File: config.mk
export PLATFORM = sky130hd
export DESIGN_NAME = lock_sequencer
export DESIGN_NICKNAME = d
export VERILOG_FILES = /design/src/rtl/lock_sequencer.sv
export SDC_FILE = /design/constraint.sdc
export NUM_CORES = 1
export LEC_CHECK = 0
export CAP_MARGIN = 20
export CORE_MARGIN = 2
export CORE_UTILIZATION = 35
export DETAILED_ROUTE_END_ITERATION = 10
export MAX_ROUTING_LAYER = met4
export PLACE_DENSITY = 0.65
export SYNTH_ARGS = -nofsm -noshare
export SYNTH_HDL_FRONTEND = slang
export SYNTH_SLANG_ARGS = --single-unit
File: constraint.sdc
create_clock -name clk_in -period 3.3 [get_ports clk_in]
set_clock_uncertainty 0.2 [all_clocks]
set_input_delay 0.495 -clock clk_in [delete_from_list [all_inputs] [get_ports clk_in]]
set_output_delay 0.495 -clock clk_in [all_outputs]
set_load 0.005 [all_outputs]
File: src/rtl/lock_sequencer.sv
// Lock-acquisition controller: sweeps until a fringe is seen, engages the PID,
// qualifies lock over a settle window and latches a fault after repeated failed captures.
module lock_sequencer #(
  parameter int W             = 16,
  parameter int SETTLE_CYCLES = 100000000,
  parameter int LOSS_CYCLES   = 16,
  parameter int MAX_RETRY     = 8,
  parameter int CW            = 28
) (
  input  logic                clk_in,
  input  logic                rst_n_in,
  input  logic                enable_in,
  input  logic                clear_fault_in,
  input  logic signed [W-1:0] trans_in,
  input  logic signed [W-1:0] thresh_lock_in,
  input  logic signed [W-1:0] thresh_unlock_in,
  output logic                sweep_on_out,
  output logic                sweep_hold_out,
  output logic                pid_on_out,
  output logic                pid_clear_out,
  output logic                locked_out,
  output logic                fault_out,
  output logic [2:0]          state_out,
  output logic [7:0]          relock_count_out
);

  localparam int LW = $clog2(LOSS_CYCLES + 1);
  localparam int AW = $clog2(MAX_RETRY + 1);
  localparam logic [CW-1:0] SETTLE_LAST = CW'(SETTLE_CYCLES - 1);
  localparam logic [LW-1:0] LOSS_LAST   = LW'(LOSS_CYCLES - 1);
  localparam logic [AW-1:0] RETRY_MAX   = AW'(MAX_RETRY);

  typedef enum logic [2:0] {
    ST_IDLE    = 3'b000,
    ST_SWEEP   = 3'b001,
    ST_CAPTURE = 3'b010,
    ST_LOCKED  = 3'b011,
    ST_FAULT   = 3'b100
  } state_t;

  state_t        state_q;
  logic          hi_q;
  logic          lo_q;
  logic [CW-1:0] settle_q;
  logic [LW-1:0] loss_q;
  logic [AW-1:0] attempts_q;
  logic [7:0]    relock_q;

  // NOTE: all state is updated with non-blocking assignments so every register
  // samples the pre-edge values of the others, independent of statement order.
  always_ff @(posedge clk_in) begin
    if (!rst_n_in) begin
      state_q    <= ST_IDLE;
      hi_q       <= 1'b0;
      lo_q       <= 1'b0;
      settle_q   <= '0;
      loss_q     <= '0;
      attempts_q <= '0;
      relock_q   <= '0;
    end else begin
      hi_q <= (trans_in >= thresh_lock_in);
      lo_q <= (trans_in <  thresh_unlock_in);

      unique case (state_q)
        ST_IDLE: begin
          if (enable_in) state_q <= ST_SWEEP;
        end

        ST_SWEEP: begin
          settle_q <= '0;
          loss_q   <= '0;
          if (!enable_in) begin
            state_q    <= ST_IDLE;
            attempts_q <= '0;
          end else if (hi_q) begin
            state_q <= ST_CAPTURE;
          end
        end

        // attempts_q counts captures lost before settling; the LOCKED loss path
        // does not touch it, so a fault needs MAX_RETRY+1 consecutive failures.
        ST_CAPTURE: begin
          if (!enable_in) begin
            state_q    <= ST_IDLE;
            attempts_q <= '0;
            settle_q   <= '0;
            loss_q     <= '0;
          end else if (lo_q) begin
            if (loss_q == LOSS_LAST) begin
              loss_q <= '0;
              if (attempts_q == RETRY_MAX) begin
                state_q <= ST_FAULT;
              end else begin
                state_q    <= ST_SWEEP;
                attempts_q <= attempts_q + 1'b1;
              end
            end else begin
              loss_q <= loss_q + 1'b1;
            end
          end else begin
            loss_q <= '0;
            if (settle_q == SETTLE_LAST) begin
              state_q    <= ST_LOCKED;
              attempts_q <= '0;
            end else begin
              settle_q <= settle_q + 1'b1;
            end
          end
        end

        ST_LOCKED: begin
          if (!enable_in) begin
            state_q  <= ST_IDLE;
            settle_q <= '0;
            loss_q   <= '0;
          end else if (lo_q) begin
            if (loss_q == LOSS_LAST) begin
              state_q <= ST_SWEEP;
              loss_q  <= '0;
              if (relock_q != 8'hFF) relock_q <= relock_q + 1'b1;
            end else begin
              loss_q <= loss_q + 1'b1;
            end
          end else begin
            loss_q <= '0;
          end
        end

        ST_FAULT: begin
          if (clear_fault_in) begin
            state_q    <= ST_IDLE;
            attempts_q <= '0;
          end
        end

        default: state_q <= ST_IDLE;
      endcase
    end
  end

  // Moore decode straight off the state register keeps trans->output at two edges.
  // NOTE: every output gets a default before the case so no latch can be inferred.
  always_comb begin
    sweep_on_out   = 1'b0;
    sweep_hold_out = 1'b0;
    pid_on_out     = 1'b0;
    pid_clear_out  = 1'b1;
    locked_out     = 1'b0;
    fault_out      = 1'b0;
    unique case (state_q)
      ST_SWEEP: sweep_on_out = 1'b1;
      ST_CAPTURE, ST_LOCKED: begin
        sweep_on_out   = 1'b1;
        sweep_hold_out = 1'b1;
        pid_on_out     = 1'b1;
        pid_clear_out  = 1'b0;
        locked_out     = (state_q == ST_LOCKED);
      end
      ST_FAULT: fault_out = 1'b1;
      default: ;
    endcase
  end

  assign state_out        = state_q;
  assign relock_count_out = relock_q;

endmodule
==> out/results.txt, run 1 <==
The first global-routing pass estimated 17,500 um of wire. Including well taps, the total number of placed cells is 665. For the count of vias placed by the detailed router, the log shows 3,823. The number of cells on the worst reg-to-reg path is 5.

For this design the ratio of total power to cell area is 323 nW/um^2. Summed over all cells, the static leakage comes to 1.85 nW. The wire-length estimate of the detail-placed layout is 7970 um.

Setup violations remaining at the end of the flow were counted as 0. Cell internal power was estimated by the tool at 0.00100 W. The total routing usage reported by global routing came out at 0.190. The worst setup path endpoint was attempts_q[3]. The total of max-cap violations came out at 0. Capture point of the worst reg-to-reg path: attempts_q[3]. Summed over all layers, the routed wires come to 10,400 um. The largest stage delay on the critical path was 0.63 ns; the utilization after layout was 0.450. Sorting the synthesized cells by area gives the leading types as sky130_fd_sc_hd__dfxtp_1, sky130_fd_sc_hd__ha_1, sky130_fd_sc_hd__inv_1.

After detailed routing, the number of remaining DRC violations is 0. Relative to the synthesized area, the layout overhead comes to 24.9%. In this run, synthesis produced a sequential element count of 50. The design draws 0.00151 W.

The share of power burned in the clock network was 0.255; the proportion of total power due to net switching was 0.337. The sum of negative setup slack was 0 ns; the die span in y was 107 um. Synthesized net count: 564. The post-detailed-route wirelength per cell was 15.4 um; the sum of overflow across all layers after global routing was 0. The final number of hold-violating endpoints came out at 0. The part of the power in registers was 0.438; the fraction of final layout cells sized beyond drive strength 1 was 0.0484. TritonCTS created 5 clock buffers. The worst path needs 2.82 ns of the cycle, external delays included. Port buffering added 68 buffers. The run gives 57 as the post-synthesis cell type count.

The run gives 354 MHz as the highest attainable clock frequency. The die area is 11,500 um^2, and the length of the first detailed-routing pass in iterations is 9. The top cell types in the final layout, fill and taps aside, are sky130_fd_sc_hd__clkdlybuf4s50_1, sky130_fd_sc_hd__dfxtp_1, sky130_fd_sc_hd__inv_1, sky130_fd_sc_hd__nand2_1, sky130_fd_sc_hd__ha_1. Of all nets on the critical path, the largest fanout is 8. In this run the power spent charging and discharging nets is 0.000508 W. The flow ran to the end, and the final reports show no timing, DRC or antenna violations. Yosys printed 0 warnings.

The routed via count divided by cell count was 5.68. The share of flip-flops with an asynchronous set or reset is 0. The required time reported for the critical path endpoint was 3.33 ns; the cell area after synthesis was 3740 um^2.

For the post-cts gate resize count, the log shows 0. The final estimated routing congestion in global placement was 0.906. The most common library cell in the layout ignoring fill and taps is sky130_fd_sc_hd__clkdlybuf4s50_1. The number of setup buffers added after CTS is 0.

In this run, the number of DRC markers left after iteration 0 of detailed routing was 286. Walking the worst path, the cells encountered are or4b_1 -> or4_1 -> o21a_1 -> or3_1 -> o31ai_1. Entering global routing, the biggest net connects 21 pins.

Worst relative slew slack: 0.377. Element type at the critical path end: a register. The startpoint identified for the worst register-to-register timing path is settle_q[10]. The kind of start point of the critical path was a register. The worst hold-check path type was register to register.

The proportion of netlist area held by the largest area contributor was 0.268. The post-synthesis area per instance is 7.85 um^2, and the number of global-route vias before repair is 3,718. The proportion of power drawn by combinational gates came out at 0.308.

After clock tree synthesis, the clock-pin slew on the worst setup and hold paths is 0.10 ns. In this run the cell area measured after placement is 4580 um^2. The largest total area in the synthesized netlist belongs to sky130_fd_sc_hd__dfxtp_1.

The share of synthesized area occupied by flip-flops and latches is 0.268. 0 antenna diodes ended up in the layout. Most instantiated flip-flop cell in the synthesis netlist: sky130_fd_sc_hd__dfxtp_1. The number of sinks driven by the clock tree was 50; the source-to-sink clock delay at the later pin of the worst-skew pair was 0.32 ns. Post-route clock period utilization: 0.855. The H-tree was split into 2 levels. The logs give 0 for the number of hold buffers added after CTS and 0 for the count of nets left with antenna violations after detail routing. The effective utilization at floorplan was 0.361. The number of core rows was 37; the worst supply voltage drop on vdd was 0.160 mV. The tools report the root buffer cell as sky130_fd_sc_hd__clkbuf_8.

The core area was 10,400 um^2. Counting every instance in the synthesized netlist gives 476. The worst-path cell with the longest stage delay was sky130_fd_sc_hd__or4_1. TritonCTS built the clock tree.

For the number of primary I/O pins, the log shows 69. The die extent in x is 107 um. Summing all non-filler instances in the final layout gives an area of 4670 um^2.

The tools report the number of buffers between clock root and the deepest sink as 2. For this run, the post-layout net count is 624. Setup repair after global routing left no endpoint under its margin.

The source of the critical timing path is settle_q[10]. For the pin with the worst max-slew slack, the measured transition is 0.925 ns. The tools report the max-slew violation count as 0. Final standard cell count with taps included and fillers excluded: 673.

For the worst setup path, the data arrival time is 2.85 ns. Number of antenna violations at the first check in global routing: 0. In this run, synthesis inferred 0 flip-flops with an integrated enable.

The setup slack on the worst flop-to-flop path came out at 0.48 ns. Start-to-end type of the worst setup path: register to register.
## per-stage QoR
step                hold WS (ns)  worst slack, ns
floorplan                  0.241            0.678
global placement           0.254            0.545
detailed placement         0.257            0.507
CTS                        0.269            0.501
global route               0.289            0.375
finish                     0.267            0.478
## state kept, by name (all words and copies together), names as in the netlist
name / cells
loss_q: 5
relock_count_out: 8
settle_q: 28
hi_q: 1
attempts_q: 4
lo_q: 1
state_out: 3
## cells by family (layout without fill, tap and decap cells)
logic type | count (synthesis) | count (layout) | share of synthesized area
multiplexers | 10 | 10 | 0.0268
buffers and inverters | 69 | 130 | 0.0713
XOR/XNOR | 3 | 3 | 0.00703
AND/OR/NAND/NOR | 191 | 191 | 0.287
flip-flops | 50 | 50 | 0.268
adder cells (fa/ha/maj) | 36 | 36 | 0.120
AO/OA/AOI/OAI | 117 | 117 | 0.220
## power by group through the flow
stage,logic [W],clock network (W),registers [W]
2_1_floorplan,0.000288,0,0.000640
3_3_place_gp,0.000455,0,0.000673
3_5_place_dp,0.000461,0,0.000674
4_1_cts,0.000465,0.000392,0.000660
5_1_grt,0.000509,0.000410,0.000666
6_report,0.000464,0.000384,0.000660
## cells in the mapped netlist, types with 4 or more instances
library cell	n
sky130_fd_sc_hd__dfxtp_1	50
sky130_fd_sc_hd__inv_1	42
sky130_fd_sc_hd__ha_1	36
sky130_fd_sc_hd__nand2_1	36
sky130_fd_sc_hd__nor2_1	27
sky130_fd_sc_hd__nand4_1	24
sky130_fd_sc_hd__clkbuf_1	22
sky130_fd_sc_hd__o21ai_0	21
sky130_fd_sc_hd__nand3_1	20
sky130_fd_sc_hd__a21oi_1	19
sky130_fd_sc_hd__o31ai_1	11
sky130_fd_sc_hd__a31oi_1	10
sky130_fd_sc_hd__mux2i_1	10
sky130_fd_sc_hd__nor3_1	10
sky130_fd_sc_hd__and4_1	9
sky130_fd_sc_hd__nand2b_1	9
sky130_fd_sc_hd__o211ai_1	9
sky130_fd_sc_hd__and3_1	8
sky130_fd_sc_hd__o311ai_0	8
sky130_fd_sc_hd__or4_1	8
sky130_fd_sc_hd__nor4_1	7
sky130_fd_sc_hd__or3_1	7
sky130_fd_sc_hd__and2_1	6
sky130_fd_sc_hd__o21a_1	4
## layer usage
metal	track usage	vias up	share of wire
li1	-	1921	-
met1	0.239	1763	0.45
met2	0.327	131	0.48
met3	0.0182	8	0.057
met4	0.0549	0	0.013
met5	-	-	0
## critical path: cells and delay by family (launching register included)
kind / cells / cell delay [ns]
AO/OA/AOI/OAI: 2 / 0.55
flip-flops: 1 / 0.39
AND/OR/NAND/NOR: 3 / 1.59
## how the worst min path moves through the flow
stage	from	end	slack, ns	cells after the start
after global placement	loss_q[4]	loss_q[4]	0.25	1
after detailed placement	loss_q[4]	loss_q[4]	0.26	1
final	loss_q[4]	loss_q[4]	0.27	1
after CTS	loss_q[4]	loss_q[4]	0.27	1
after global routing	loss_q[4]	loss_q[4]	0.29	1
after floorplan	loss_q[4]	loss_q[4]	0.24	1
## layout make-up
class / count / area, um^2
fillers: 1029 / 5700
well taps: 136 / 170
inverters: 42 / 158
multi-input cells: 357 / 2480
clock inverters: 1 / 5.00
clock buffers: 7 / 86.3
repair buffers: 80 / 771
flip-flops and latches: 50 / 1000
Power figures use the tool's default switching activity.
==> run 2, diff against run 1 <==
--- a/config.mk
+++ b/config.mk
@@ -11,6 +11,7 @@
 export DETAILED_ROUTE_END_ITERATION = 10
 export MAX_ROUTING_LAYER = met4
 export PLACE_DENSITY = 0.65
+export SETUP_SLACK_MARGIN = 0.15
 export SYNTH_ARGS = -nofsm -noshare
 export SYNTH_HDL_FRONTEND = slang
 export SYNTH_SLANG_ARGS = --single-unit
==> results of run 2 <==
Final layout, timing and power as in run 1 (identical DEF).
